[config.mk]
export PLATFORM = sky130hd
export DESIGN_NAME = xbar_req_router
export DESIGN_NICKNAME = d
export VERILOG_FILES = /design/src/rtl/xbar_req_router.sv
export SDC_FILE = /design/constraint.sdc
export NUM_CORES = 1
export LEC_CHECK = 0
export BUFFER_PORTS_ARGS = -buffer_cell sky130_fd_sc_hd__clkbuf_2
export CORE_MARGIN = 8
export CORE_UTILIZATION = 46
export DETAILED_ROUTE_END_ITERATION = 8
export PLACE_DENSITY = 0.75
export SLEW_MARGIN = 20
export SYNTH_ARGS = -nofsm -noshare
export SYNTH_HDL_FRONTEND = slang
export SYNTH_SLANG_ARGS = --single-unit
[constraint.sdc]
create_clock -name clk_i -period 9.65 [get_ports clk_i]
set_input_delay 1.93 -clock clk_i [delete_from_list [all_inputs] [get_ports clk_i]]
set_output_delay 1.93 -clock clk_i [all_outputs]
set_load 0.02 [all_outputs]
[src/rtl/xbar_req_router.sv]
// Request crossbar ahead of the four banks: steers channel requests by address,
// arbitrates round-robin per bank and holds each winner in a one-entry output stage.
module xbar_req_router #(
    parameter int unsigned NUM_CH       = 4,
    parameter int unsigned BANK_SEL_LSB = 4
) (
    input  logic                 clk_i,
    input  logic                 rst_i,
    input  logic [NUM_CH-1:0]    ch_valid_i,
    output logic [NUM_CH-1:0]    ch_allowIn_o,
    input  logic [NUM_CH*2-1:0]  ch_opcode_i,
    input  logic [NUM_CH*28-1:0] ch_addr_i,
    input  logic [NUM_CH*8-1:0]  ch_wbuffer_id_i,
    output logic [NUM_CH-1:0]    bank_valid_o,
    input  logic [NUM_CH-1:0]    bank_allowIn_i,
    output logic [NUM_CH*2-1:0]  bank_ch_id_o,
    output logic [NUM_CH*2-1:0]  bank_opcode_o,
    output logic [NUM_CH*28-1:0] bank_addr_o,
    output logic [NUM_CH*8-1:0]  bank_wbuffer_id_o
);

    localparam int unsigned IDW = 2;
    localparam int unsigned OPW = 2;
    localparam int unsigned AW  = 28;
    localparam int unsigned WBW = 8;
    // addr port carries addr[31:4], so the select field sits 4 bits lower
    localparam int unsigned SEL = BANK_SEL_LSB - 4;

    typedef struct packed {
        logic [IDW-1:0] ch_id;
        logic [OPW-1:0] opcode;
        logic [AW-1:0]  addr;
        logic [WBW-1:0] wbuffer_id;
    } req_t;

    logic [NUM_CH-1:0] valid_q, valid_d;
    logic [IDW-1:0]    ptr_q [NUM_CH];
    logic [IDW-1:0]    ptr_d [NUM_CH];
    req_t              pl_q  [NUM_CH];
    req_t              pl_d  [NUM_CH];

    req_t              ch_req  [NUM_CH];
    logic [IDW-1:0]    ch_bank [NUM_CH];
    logic [NUM_CH-1:0] bank_gnt;
    logic [IDW-1:0]    gnt_id  [NUM_CH];

    // Unpack per-channel request fields and target bank
    always_comb begin
        for (int unsigned c = 0; c < NUM_CH; c++) begin
            ch_req[c].ch_id      = IDW'(c);
            ch_req[c].opcode     = ch_opcode_i[c*OPW +: OPW];
            ch_req[c].addr       = ch_addr_i[c*AW +: AW];
            ch_req[c].wbuffer_id = ch_wbuffer_id_i[c*WBW +: WBW];
            ch_bank[c]           = ch_addr_i[c*AW+SEL +: IDW];
        end
    end

    // State register: per-bank output stage and round-robin pointer
    always_ff @(posedge clk_i or negedge rst_i) begin
        if (!rst_i) begin
            valid_q <= '0;
            for (int unsigned b = 0; b < NUM_CH; b++) begin
                ptr_q[b] <= '0;
                pl_q[b]  <= '0;
            end
        end else begin
            valid_q <= valid_d;
            for (int unsigned b = 0; b < NUM_CH; b++) begin
                ptr_q[b] <= ptr_d[b];
                pl_q[b]  <= pl_d[b];
            end
        end
    end

    // Arbitration and channel accept; allowIn is gated off while reset is held
    always_comb begin
        logic [IDW-1:0] idx;
        logic           load_en;
        bank_gnt     = '0;
        ch_allowIn_o = '0;
        idx          = '0;
        load_en      = 1'b0;
        for (int unsigned b = 0; b < NUM_CH; b++) begin
            gnt_id[b] = '0;
            load_en   = rst_i && (!valid_q[b] || bank_allowIn_i[b]);
            for (int unsigned off = 0; off < NUM_CH; off++) begin
                idx = IDW'(ptr_q[b] + IDW'(off));
                if (load_en && !bank_gnt[b] && ch_valid_i[idx] && (ch_bank[idx] == IDW'(b))) begin
                    bank_gnt[b] = 1'b1;
                    gnt_id[b]   = idx;
                end
            end
        end
        for (int unsigned c = 0; c < NUM_CH; c++) begin
            for (int unsigned b = 0; b < NUM_CH; b++) begin
                if (bank_gnt[b] && (gnt_id[b] == IDW'(c))) begin
                    ch_allowIn_o[c] = 1'b1;
                end
            end
        end
    end

    // Next state: load on grant, empty on drain without load, hold otherwise
    always_comb begin
        valid_d = valid_q;
        for (int unsigned b = 0; b < NUM_CH; b++) begin
            ptr_d[b] = ptr_q[b];
            pl_d[b]  = pl_q[b];
            if (bank_gnt[b]) begin
                valid_d[b] = 1'b1;
                ptr_d[b]   = IDW'(gnt_id[b] + IDW'(1));
                pl_d[b]    = ch_req[gnt_id[b]];
            end else if (bank_allowIn_i[b]) begin
                valid_d[b] = 1'b0;
            end
        end
    end

    // Bank-side outputs straight from the output-stage registers
    always_comb begin
        bank_valid_o = valid_q;
        for (int unsigned b = 0; b < NUM_CH; b++) begin
            bank_ch_id_o[b*IDW +: IDW]      = pl_q[b].ch_id;
            bank_opcode_o[b*OPW +: OPW]     = pl_q[b].opcode;
            bank_addr_o[b*AW +: AW]         = pl_q[b].addr;
            bank_wbuffer_id_o[b*WBW +: WBW] = pl_q[b].wbuffer_id;
        end
    end

endmodule

==> results of run 1 <==
final timing paths:
path / from / to / slack (ps) / cells after the start
setup / recovery: rst_i / ch_allowIn_o[0] / 2350 / 6
hold / removal: bank_addr_o[84]$_DFFE_PN0N_ / bank_addr_o[84]$_DFFE_PN0N_ / 460 / 1
setup reg to reg: bank_valid_o[1]$_DFFE_PN0P_ / bank_addr_o[39]$_DFFE_PN0P_ / 6440 / 5
hold reg to reg: bank_addr_o[84]$_DFFE_PN0N_ / bank_addr_o[84]$_DFFE_PN0N_ / 460 / 1
max in group asynchronous: rst_i / bank_addr_o[68]$_DFFE_PN0N_ / 6830 / 2
min in group asynchronous: rst_i / bank_wbuffer_id_o[22]$_DFFE_PN0N_ / 1430 / 1
area by class of cell:
type / count / area [um2] / share of cell area, %
diodes: 3 / 7.507 / 0.05697
clock buffers: 20 / 456.7 / 3.466
clock inverters: 11 / 152.6 / 1.158
inverters: 11 / 41.29 / 0.3134
multi-input cells: 748 / 6030 / 45.76
flip-flops and latches: 172 / 4304 / 32.67
well taps: 285 / 356.6 / 2.706
repair buffers: 347 / 1828 / 13.87
stage by stage:
stage | utilization, % | instance area, um2 | cells
2_1_floorplan | - | 10610 | 1013
3_3_place_gp | 55.22 | 12500 | 1561
3_5_place_dp | 55.22 | 12500 | 1561
4_1_cts | 57.91 | 13110 | 1592
5_1_grt | 58.20 | 13180 | 1597
6_report | 58.20 | 13180 | 1597
cells in the mapped netlist (4+ instances only):
library cell and count:
a21boi_0 4, a21oi_1 10, a221oi_1 96, a221oi_2 9
a31oi_1 16, and2_1 7, buf_1 5, buf_2 38
clkbuf_1 35, dfrtp_1 172, ha_1 4, inv_1 10
mux2_2 16, mux2i_1 276, nand2_1 60, nand2b_1 8
nand3_1 8, nand3b_1 8, nor2_1 113, o21ai_0 15
o221ai_1 27, o22ai_1 15
sequential cells by signal, indices dropped and copies added, names as in the netlist:
signal / flops
bank_ch_id_o: 8
ptr_q: 8
bank_opcode_o: 8
bank_addr_o: 112
bank_valid_o: 4
bank_wbuffer_id_o: 32
report_power, final:
part	switching, mW	leakage (nW)	internal, mW
clock network	0.311	0.302	0.425
logic	0.746	4.22	0.429
registers	0.171	1.99	0.941
total	1.23	6.51	1.79
logic make-up after synthesis:
| logic type | synth area share [%] |
|---|---|
| compound gates | 17.25 |
| xor+xnor | 0.08253 |
| fa+ha+maj | 0.4716 |
| buf+inv | 3.949 |
| flops | 40.55 |
| mux | 27.73 |
| simple gates | 9.973 |
worst max-delay path: stages:
cell	delay [ps]
buf_6	380
nand2_1	220
a41oi_4	940
nand2_1	1000
o221ai_1	600
clkbuf_2	250
layer usage:
layer  share of wire [%]  track usage, %  up-vias  routed length, um
li1                    -               -     4483                  -
met1                  41           33.10     4995              15670
met2                  48           43.07      468              18600
met3                 7.1           5.636       99               2744
met4                 4.2           13.90        0               1614
met5                   0               0        -                  0
placed cells by master (no fill, tap or decap), types with 16 or more instances in the layout:
cell type	instances
a221oi_1	96
buf_4	16
clkbuf_16	17
clkbuf_2	328
dfrtp_1	172
mux2_2	16
mux2i_1	276
nand2_1	60
nor2_1	111
o221ai_1	27
==> key figures, run 1 <==
Global route
  • Gr usage total: 26.63%
  • Pin count of the biggest net entering global routing: 74
  • First-pass GRT wire length: 59550 um
  • GRT overflow: 0
  • Vias in the first global route: 10414
  • Initial antenna violation count: 3

Timing
  • Highest clock rate: 0.1370 GHz
  • PnR worst setup slack: 2349 ps
  • Final worst clock skew: 13.08 ps
  • RSZ-0062 raised after global routing: no
  • Final setup TNS: 0 ps
  • Setup-failing EPs final: 0
  • Slew @ Worst Pin: 1139 ps
  • Tcrit/Tclk final: 75.66%
  • Slew headroom: 23.83%
  • Post-layout min period: 7301 ps
  • Max Transition Viols Final: 0
  • Hold slack final: 463.3 ps
  • Hold violation count in the final report: 0

Synthesis
  • Post-Syn Area per Cell: 10.48 um2
  • Post-synthesis cell count: 1013
  • Async SR Flop Fraction: 100.0%
  • Post-synth top area cell: dfrtp_1
  • Yosys warns: 0
  • Post-synth net total: 1179
  • Library cells used by synthesis: 63
  • FF+latch count, synth: 172
  • Number of synthesized flops with an enable pin: 0
  • Area of the mapped netlist: 0.01061 mm2
  • Most used DFF post-synth: dfrtp_1
  • Post-synthesis sequential area ratio: 40.55%
  • Synth area leaders: dfrtp_1 (41%), mux2i_1 (26%), a221oi_1 (7.9%)
  • Share of the synthesized area in the top cell type: 40.55%

Placed design
  • Global placer's final weighted congestion: 0.8440
  • Pre-CTS setup slack: 2184 ps
  • Number of buffers added on ports: 329
  • Hpwl dp: 26350 um

Route
  • DR vias: 10045
  • Routed len/inst: 24.19 um
  • Post-route ant nets: 0
  • Final wirelength: 38630 um
  • First-pass DRT Iterations: 5
  • Drt drc: 0
  • Vias/cell: 6.290
  • Initial DRC Count: 831

Layout
  • Synth-to-Final Area Change: 24.14%
  • # fillers: 1973
  • Fin nets: 1463
  • Layout cells sized above 1: 32.31%

Floorplan
  • Die footprint: 0.02819 mm2
  • Rows: 55
  • Die Wd: 167.9 um
  • Core box area: 0.02264 mm2
  • Io pins: 330
  • Initial Utilization: 46.88%
  • Die height: 167.9 um

Clocking
  • Clock Sinks: 172
  • CTS tree: yes
  • Post-CTS sizing: 0
  • Hold buffers post-CTS: 0
  • Clock slew at reported path FFs: 70 ps
  • Worst skew pair latency: 440 ps
  • CTS max path bufs: 2
  • Post-CTS setup buffers: 0
  • H-Tree Depth: 4
  • CTS root buf: clkbuf_16
  • TritonCTS Buffers: 17

Pwr
  • PwrDens: 229.4 mW/mm2
  • PnR Total Power: 3.023 mW
  • Peak supply drop: 0.1168 mV
  • Lkg Pwr: 6.513 nW

Worst setup path
  • Critical path startpoint category: primary input
  • Crit path DAT: 5370 ps
  • CP required: 7720 ps
  • WS Path Type: primary input to output pin
  • Crit-path max FO: 53
  • Worst setup EP type: output pin

Status
  • Status: finished, final reports clean

Run
  • Max_cap viols: 0

Hold path
  • HP Class: register to register
Note: power is estimated with default switching activity, not from simulation.
==> run 2, diff against run 1 <==
--- a/config.mk
+++ b/config.mk
@@ -5,11 +5,12 @@
 export SDC_FILE = /design/constraint.sdc
 export NUM_CORES = 1
 export LEC_CHECK = 0
+export ABC_AREA = 1
 export BUFFER_PORTS_ARGS = -buffer_cell sky130_fd_sc_hd__clkbuf_2
 export CORE_MARGIN = 8
 export CORE_UTILIZATION = 46
 export DETAILED_ROUTE_END_ITERATION = 8
-export PLACE_DENSITY = 0.75
+export PLACE_DENSITY = 0.72
 export SLEW_MARGIN = 20
 export SYNTH_ARGS = -nofsm -noshare
 export SYNTH_HDL_FRONTEND = slang
==> constraint.sdc (replaced) <==
create_clock -name clk_i -period 7.3 [get_ports clk_i]
set_input_delay 1.46 -clock clk_i [delete_from_list [all_inputs] [get_ports clk_i]]
set_output_delay 1.46 -clock clk_i [all_outputs]
set_load 0.02 [all_outputs]
==> run 2 against run 1 <==
  * Clock skew is 5.3 ps higher
  * Die area is 27% higher
  * Clock-buffer cell count stayed put
  * Core utilization is 4.1 points lower
  * Highest routed layer is now met5
==> key figures, run 2 <==
Status
  • Status: finished, final reports clean (unchanged)

Clocking
  • Post-CTS sizing: 0 (unchanged)
  • Hold buffers post-CTS: 0 (unchanged)
  • Worst skew pair latency: 450 ps (was 440 ps)
  • Clock slew at reported path FFs: 80 ps (was 70 ps)
  • H-Tree Depth: 4 (unchanged)
  • CTS max path bufs: 2 (unchanged)
  • TritonCTS Buffers: 17 (unchanged)
  • CTS root buf: clkbuf_16 (unchanged)
  • Post-CTS setup buffers: 0 (unchanged)
  • Clock Sinks: 172 (unchanged)
  • CTS tree: yes (unchanged)

Timing
  • Final worst clock skew: 18.41 ps (was 13.08 ps)
  • RSZ-0062 raised after global routing: no (unchanged)
  • Tcrit/Tclk final: 83.33%
  • Hold violation count in the final report: 0 (unchanged)
  • Setup-failing EPs final: 0 (unchanged)
  • Highest clock rate: 0.1644 GHz
  • Slew @ Worst Pin: 1133 ps (was 1139 ps)
  • Post-layout min period: 6083 ps
  • Max Transition Viols Final: 0 (unchanged)
  • Slew headroom: 24.26% (was 23.83%)
  • Hold slack final: 470.2 ps (was 463.3 ps)
  • Final setup TNS: 0 ps (unchanged)

Floorplan
  • Die height: 189.4 um (was 167.9 um)
  • Die Wd: 189.4 um (was 167.9 um)
  • Core box area: 0.02964 mm2 (was 0.02264 mm2)
  • Io pins: 330 (unchanged)
  • Initial Utilization: 46.64% (was 46.88%)
  • Die footprint: 0.03586 mm2 (was 0.02819 mm2)
  • Rows: 63 (was 55)

Layout
  • Commonest non-fill, non-tap cell in the layout: nand2_1 (was clkbuf_2)
  • Design area: 0.01604 mm2 (was 0.01318 mm2)
  • Layout cells sized above 1: 17.94% (was 32.31%)
  • Final non-filler cell total: 2943 (was 1597)
  • Final Util: 54.13% (was 58.20%)
  • Synth-to-Final Area Change: 16.05% (was 24.14%)
  • # fillers: 3052 (was 1973)
  • Register Area: 0.004304 mm2 (unchanged)
  • Commonest non-fill, non-tap cells in the layout: nand2_1 (903), nand3_1 (720), clkbuf_2 (328) (was clkbuf_2 (328), mux2i_1 (276), dfrtp_1 (172))
  • Fin nets: 2706 (was 1463)
  • Largest register FFs: 112 (unchanged)
  • Diode count: 0 (was 3)
  • Multi-input combinational cell area: 0.008008 mm2 (was 0.006030 mm2)

Global route
  • Vias in the first global route: 16759 (was 10414)
  • GRT overflow: 0 (unchanged)
  • Pin count of the biggest net entering global routing: 73 (was 74)
  • Gr usage total: 33.98% (was 26.63%)
  • First-pass GRT wire length: 96390 um (was 59550 um)
  • Initial antenna violation count: 1 (was 3)

Synthesis
  • Async SR Flop Fraction: 100.0% (unchanged)
  • Post-Synth XOR/XNOR Area: 0% (was 0.08252%)
  • Count leader, synth: nand2_1 (was mux2i_1)
  • Post-Syn Area per Cell: 5.943 um2 (was 10.48 um2)
  • Yosys warns: 0 (unchanged)
  • Post-synthesis sequential area ratio: 31.13% (was 40.55%)
  • Post-synthesis mux area share: 0% (was 27.73%)
  • Largest family of logic cells by synthesized area: simple AND/OR/NAND/NOR gates (was multiplexers)
  • Most used DFF post-synth: dfrtp_1 (unchanged)
  • Number of synthesized flops with an enable pin: 0 (unchanged)
  • Post-synth top area cell: dfrtp_1 (unchanged)
  • Synth Area in Compound Gates: 1.656% (was 17.25%)
  • Adder-cell share of the synthesized area: 0.3620% (was 0.4715%)
  • Post-synthesis cell count: 2326 (was 1013)
  • Synth area leaders: dfrtp_1 (31%), nand3_1 (26%), nand2_1 (25%) (was dfrtp_1 (41%), mux2i_1 (26%), a221oi_1 (7.9%))
  • Post-synth net total: 2492 (was 1179)
  • FF+latch count, synth: 172 (unchanged)
  • Share of the synthesized area in the top cell type: 31.13% (was 40.55%)
  • Top cells by count, synth: nand2_1 (908), nand3_1 (724), inv_1 (189), dfrtp_1 (172), buf_2 (89) (was mux2i_1 (276), dfrtp_1 (172), nor2_1 (113), a221oi_1 (96), nand2_1 (60))
  • Area share of and/or/nand/nor cells after synthesis: 55.21% (was 9.973%)
  • Area of the mapped netlist: 0.01382 mm2 (was 0.01061 mm2)
  • Library cells used by synthesis: 30 (was 63)

Worst setup path
  • CP required: 5840 ps (was 7720 ps)
  • R2r endpoint: bank_addr_o[104]$_DFFE_PN0N_ (was bank_addr_o[39]$_DFFE_PN0P_)
  • WS Path Type: primary input to output pin (unchanged)
  • CP max stage cell: inv_2 (was nand2_1)
  • Crit-path max FO: 45 (was 53)
  • Critical-path cell list: clkbuf_8, inv_1, nor2_1, inv_1, nor2_2, nand2_1, nand4_1, buf_4, nand2_2, inv_2, nand3_1, nand4_1, clkbuf_2 (was buf_6, nand2_1, a41oi_4, nand2_1, o221ai_1, clkbuf_2)
  • Flop2flop setup slack: 3540 ps (was 6440 ps)
  • Crit path DAT: 4620 ps (was 5370 ps)
  • Worst path max stage delay: 720 ps (was 1000 ps)
  • Critical path startpoint category: primary input (unchanged)
  • Reg2reg path depth: 14 (was 5)
  • Reg2Reg Launch Point: ptr_q[0]$_DFFE_PN0N_ (was bank_valid_o[1]$_DFFE_PN0P_)
  • Worst setup EP type: output pin (unchanged)

Run
  • Max_cap viols: 0 (unchanged)

Pwr
  • Sequential power share: 19.7% (was 36.8%)
  • Lkg Pwr: 9.469 nW (was 6.513 nW)
  • Clock power share: 10.7% (was 24.3%)
  • Gate power share: 69.6% (was 38.9%)
  • Peak supply drop: 0.3970 mV (was 0.1168 mV)
  • Int Power: 3.620 mW (was 1.795 mW)
  • Switching power total: 5.457 mW (was 1.228 mW)
  • Sw Ratio: 60.12% (was 40.63%)
  • PwrDens: 565.8 mW/mm2 (was 229.4 mW/mm2)

Hold path
  • Hold Crit Start: bank_addr_o[84]$_DFFE_PN0N_ (unchanged)
  • Hold depth: 1 (unchanged)
  • HP Class: register to register (unchanged)
  • WHS Endpoint: bank_addr_o[84]$_DFFE_PN0N_ (unchanged)

Route
  • Drt drc: 0 (unchanged)
  • Post-route ant nets: 0 (unchanged)
  • Final wirelength: 62880 um (was 38630 um)
  • DR vias: 17422 (was 10045)
  • Vias/cell: 5.920 (was 6.290)
  • First-pass DRT Iterations: 7 (was 5)
  • Initial DRC Count: 2798 (was 831)
  • Routed len/inst: 21.37 um (was 24.19 um)

Placed design
  • Cell area after placement: 0.01544 mm2 (was 0.01250 mm2)
  • Hpwl dp: 41520 um (was 26350 um)
  • Global placer's final weighted congestion: 0.9163 (was 0.8440)
  • Number of buffers added on ports: 329 (unchanged)
  • Placed cells: 2911 (was 1561)
run 2: changes by cell type after synthesis, sizes merged, moves of 10 or more:
cell    delta
nand2    +859
nand3    +720
mux2i    -276
inv      +193
a221oi   -105
buf       +68
nor2      -43
o221ai    -27
nand4     +18
a31oi     -17
mux2      -16
o22ai     -15
clkbuf    +14
o21ai     +10
run 2: metrics by stage:
step	setup WS [ps]	power [mW]
after CTS	1356	8.856
final	1217	9.077
after detailed placement	1370	7.861
after floorplan	2535	5.907
after global routing	1038	9.620
after global placement	1434	7.761
run 2: metal layers:
layer | vias to the layer above | wire length [um] | global-route usage [%]
met4 | 2 | 2766 | 15.45
met1 | 7947 | 24490 | 44.81
li1 | 7896 | - | -
met2 | 1351 | 26380 | 49.32
met5 | - | 13 | 0
met3 | 226 | 9229 | 11.74
run 2: how the worst max path moves through the flow:
stage / start / end / slack (ps) / cells after the start
after floorplan: ch_addr_i[56] / ch_allowIn_o[3] / 2530 / 15
after global routing: rst_i / ch_allowIn_o[2] / 1040 / 13
after CTS: rst_i / ch_allowIn_o[2] / 1360 / 13
after detailed placement: rst_i / ch_allowIn_o[2] / 1370 / 13
final: rst_i / ch_allowIn_o[0] / 1220 / 13
after global placement: rst_i / ch_allowIn_o[0] / 1430 / 13
run 2: area by class of cell:
class                           instances  share of cell area (%)
Sequential cell                       172                   26.83
Tap cell                              390                   3.042
Clock inverter                         12                  0.9359
Clock buffer                           20                   2.784
Inverter                              204                   4.773
Multi-Input combinational cell       1786                   49.91
Timing Repair Buffer                  359                   11.72
run 2: kinds of logic (layout without fill, tap and decap cells):
group	count (synthesis)	in the layout
compound gates	40	40
fa+ha+maj	4	4
buf+inv	368	595
flops	172	172
simple gates	1742	1742
run 2: worst max-delay path, delay by kind of cell:
family | cells | cell delay, ps
buffers and inverters | 6 | 1910
and+or+nand+nor | 7 | 1180
run 2: power by group through the flow:
stage / registers (mW) / logic (mW) / clock network [mW]
3_3_place_gp: 1.77 / 5.99 / 0
2_1_floorplan: 2.18 / 3.73 / 0
5_1_grt: 1.83 / 6.78 / 1.01
3_5_place_dp: 1.78 / 6.08 / 0
6_report: 1.78 / 6.32 / 0.976
4_1_cts: 1.77 / 6.11 / 0.973
==> run 3, diff against run 2 <==
--- a/config.mk
+++ b/config.mk
@@ -10,7 +10,7 @@
 export CORE_MARGIN = 8
 export CORE_UTILIZATION = 46
 export DETAILED_ROUTE_END_ITERATION = 8
-export PLACE_DENSITY = 0.72
+export PLACE_DENSITY = 0.75
 export SLEW_MARGIN = 20
 export SYNTH_ARGS = -nofsm -noshare
 export SYNTH_HDL_FRONTEND = slang
==> constraint.sdc (replaced) <==
create_clock -name clk_i -period 4.95 [get_ports clk_i]
set_input_delay 0.99 -clock clk_i [delete_from_list [all_inputs] [get_ports clk_i]]
set_output_delay 0.99 -clock clk_i [all_outputs]
set_load 0.02 [all_outputs]
==> run 3 against run 2 <==
  * Sequential power rose by 48%
  * Non-clock buffer count rose by 11
  * Clock-buffer cell count did not move
  * Combinational power rose by 48%
  * Critical endpoint is now ch_allowIn_o[1]
  * Worst setup slack got worse by 880 ps
  * Hold slack got worse by 34 ps
  * Highest routed layer unchanged
  * Sequential share of layout area fell by 0.13 points
  * Cell count rose by 0.37%
  * Global-route usage rose by 0.73 points
  * Clock skew fell by 0.67 ps
  * Total power rose by 47%
==> key figures, run 3 (synthesized netlist as in run 2, its figures left out) <==
Global route
  • Gr usage total: 34.71% (was 33.98%)
  • GRT overflow: 0 (unchanged)
  • First-pass GRT wire length: 98170 um (was 96390 um)
  • Pin count of the biggest net entering global routing: 74 (was 73)
  • Vias in the first global route: 16876 (was 16759)
  • Initial antenna violation count: 1 (unchanged)

Clocking
  • Clock slew at reported path FFs: 80 ps (about the same)
  • CTS max path bufs: 2 (unchanged)
  • H-Tree Depth: 4 (unchanged)
  • CTS root buf: clkbuf_16 (unchanged)
  • Worst skew pair latency: 450 ps (about the same)
  • Post-CTS setup buffers: 0 (unchanged)
  • Post-CTS sizing: 0 (unchanged)
  • TritonCTS Buffers: 17 (unchanged)
  • CTS tree: yes (unchanged)
  • Clock Sinks: 172 (unchanged)
  • Hold buffers post-CTS: 0 (unchanged)

Layout
  • # fillers: 3049 (was 3052)
  • Fin nets: 2717 (was 2706)
  • Design area: 0.01612 mm2 (was 0.01604 mm2)
  • Layout cells sized above 1: 18.25% (was 17.94%)
  • Largest register FFs: 112 (unchanged)
  • Diode count: 0 (unchanged)
  • Synth-to-Final Area Change: 16.62% (was 16.05%)
  • Commonest non-fill, non-tap cells in the layout: nand2_1 (904), nand3_1 (720), clkbuf_2 (328) (was nand2_1 (903), nand3_1 (720), clkbuf_2 (328))
  • Commonest non-fill, non-tap cell in the layout: nand2_1 (unchanged)

Floorplan
  • Core box area: 0.02964 mm2 (unchanged)
  • Die footprint: 0.03586 mm2 (unchanged)
  • Io pins: 330 (unchanged)
  • Rows: 63 (unchanged)
  • Die height: 189.4 um (unchanged)
  • Die Wd: 189.4 um (unchanged)
  • Initial Utilization: 46.64% (unchanged)

Worst setup path
  • CP required: 3960 ps (was 5840 ps)
  • CP max stage cell: dfrtp_1 (was inv_2)
  • Crit path top cell by count: nand2_1
  • Crit. path cell count: 15 (was 13)
  • Reg2reg path depth: 14 (unchanged)
  • Critical path startpoint category: register (was primary input)
  • Crit-path max FO: 19 (was 45)
  • Worst setup EP type: output pin (unchanged)
  • Crit path DAT: 3620 ps (was 4620 ps)
  • Cell family with most CP delay: simple AND/OR/NAND/NOR gates (was buffers and inverters)
  • Critical-path cell list: inv_2, nand2_1, nand2_1, nor2_1, nand2_1, nand2_1, inv_1, nor2_2, nand3_2, nand2_2, nand2_2, inv_1, nand2_1, nand4_1, clkbuf_2 (was clkbuf_8, inv_1, nor2_1, inv_1, nor2_2, nand2_1, nand4_1, buf_4, nand2_2, inv_2, nand3_1, nand4_1, clkbuf_2)
  • Buf+Inv Stages, Crit Path: 4 (was 6)
  • WS Path Type: register to output pin (was primary input to output pin)
  • Worst path max stage delay: 790 ps (was 720 ps)

Timing
  • Slew @ Worst Pin: 1029 ps (was 1133 ps)
  • Setup-failing EPs final: 0 (unchanged)
  • Slew headroom: 31.25% (was 24.26%)
  • Highest clock rate: 0.2168 GHz
  • RSZ-0062 raised after global routing: no (unchanged)
  • Hold slack final: 436.0 ps (was 470.2 ps)
  • Post-layout min period: 4612 ps
  • Max Transition Viols Final: 0 (unchanged)
  • Tcrit/Tclk final: 93.17%
  • Final setup TNS: 0 ps (unchanged)
  • Hold violation count in the final report: 0 (unchanged)
  • Final worst clock skew: 17.74 ps (was 18.41 ps)

Route
  • Vias/cell: 5.933 (was 5.920)
  • Drt drc: 0 (unchanged)
  • DR vias: 17526 (was 17422)
  • Post-route ant nets: 0 (unchanged)
  • First-pass DRT Iterations: 9 (was 7)
  • Initial DRC Count: 2560 (was 2798)
  • Final wirelength: 64130 um (was 62880 um)
  • Routed len/inst: 21.71 um (was 21.37 um)

Status
  • Status: finished, final reports clean (unchanged)

Pwr
  • Peak supply drop: 0.4649 mV (was 0.3970 mV)
  • Lkg Pwr: 9.509 nW (was 9.469 nW)
  • PwrDens: 830.2 mW/mm2 (was 565.8 mW/mm2)

Placed design
  • Number of buffers added on ports: 329 (unchanged)
  • Cell area after placement: 0.01552 mm2 (was 0.01544 mm2)
  • Global placer's final weighted congestion: 0.9565 (was 0.9163)
  • Hpwl dp: 43140 um (was 41520 um)

Run
  • Max_cap viols: 0 (unchanged)

Hold path
  • HP Class: primary input to asynchronous set/reset pin (was register to register)
## run 3: through the flow
stage	utilization, %	power, mW	std cells	worst slack [ps]
after global routing	54.39	14.20	2954	195.1
after floorplan	-	8.711	2326	1125
after detailed placement	52.35	11.66	2921	640.7
final	54.39	13.38	2954	338.3
after global placement	52.35	11.52	2921	743.6
after CTS	54.26	13.05	2953	435.4
## run 3: cell type report
class | count | area (um2) | share of cell area [%]
Clock buffer | 20 | 446.7 | 2.771
Multi-Input combinational cell | 1786 | 8014 | 49.71
Inverter | 204 | 765.7 | 4.750
Sequential cell | 172 | 4304 | 26.70
Tap cell | 390 | 488.0 | 3.027
Timing Repair Buffer | 370 | 1983 | 12.30
Clock inverter | 12 | 120.1 | 0.7451
## run 3: worst paths after layout
| check | start | endpoint | slack (ps) |
|---|---|---|---|
| setup / recovery | ptr_q[6]$_DFFE_PN0P_ | ch_allowIn_o[1] | 340 |
| hold / removal | rst_i | bank_wbuffer_id_o[23]$_DFFE_PN0N_ | 440 |
| setup reg to reg | ptr_q[2]$_DFFE_PN0N_ | bank_addr_o[79]$_DFFE_PN0N_ | 1170 |
| hold reg to reg | bank_addr_o[85]$_DFFE_PN0N_ | bank_addr_o[85]$_DFFE_PN0N_ | 470 |
| max in group asynchronous | rst_i | bank_addr_o[97]$_DFFE_PN0N_ | 3270 |
| min in group clk_i | bank_addr_o[85]$_DFFE_PN0N_ | bank_addr_o[85]$_DFFE_PN0N_ | 470 |
## run 3: metal layers
metal,share of wire [%],up-vias,track usage (%)
met1,39,8005,45.57
li1,-,7913,-
met5,0.020,-,0
met4,3.8,2,13.98
met3,15,212,12.01
met2,42,1394,51.43
## run 3: report_power, final
group          switching [mW]  leakage [nW]  internal (mW)  total, mW
logic                    6.87          7.13           2.50       9.37
registers               0.530          2.11           2.11       2.64
clock network           0.693         0.273          0.684       1.38
total                    8.09          9.51           5.29       13.4
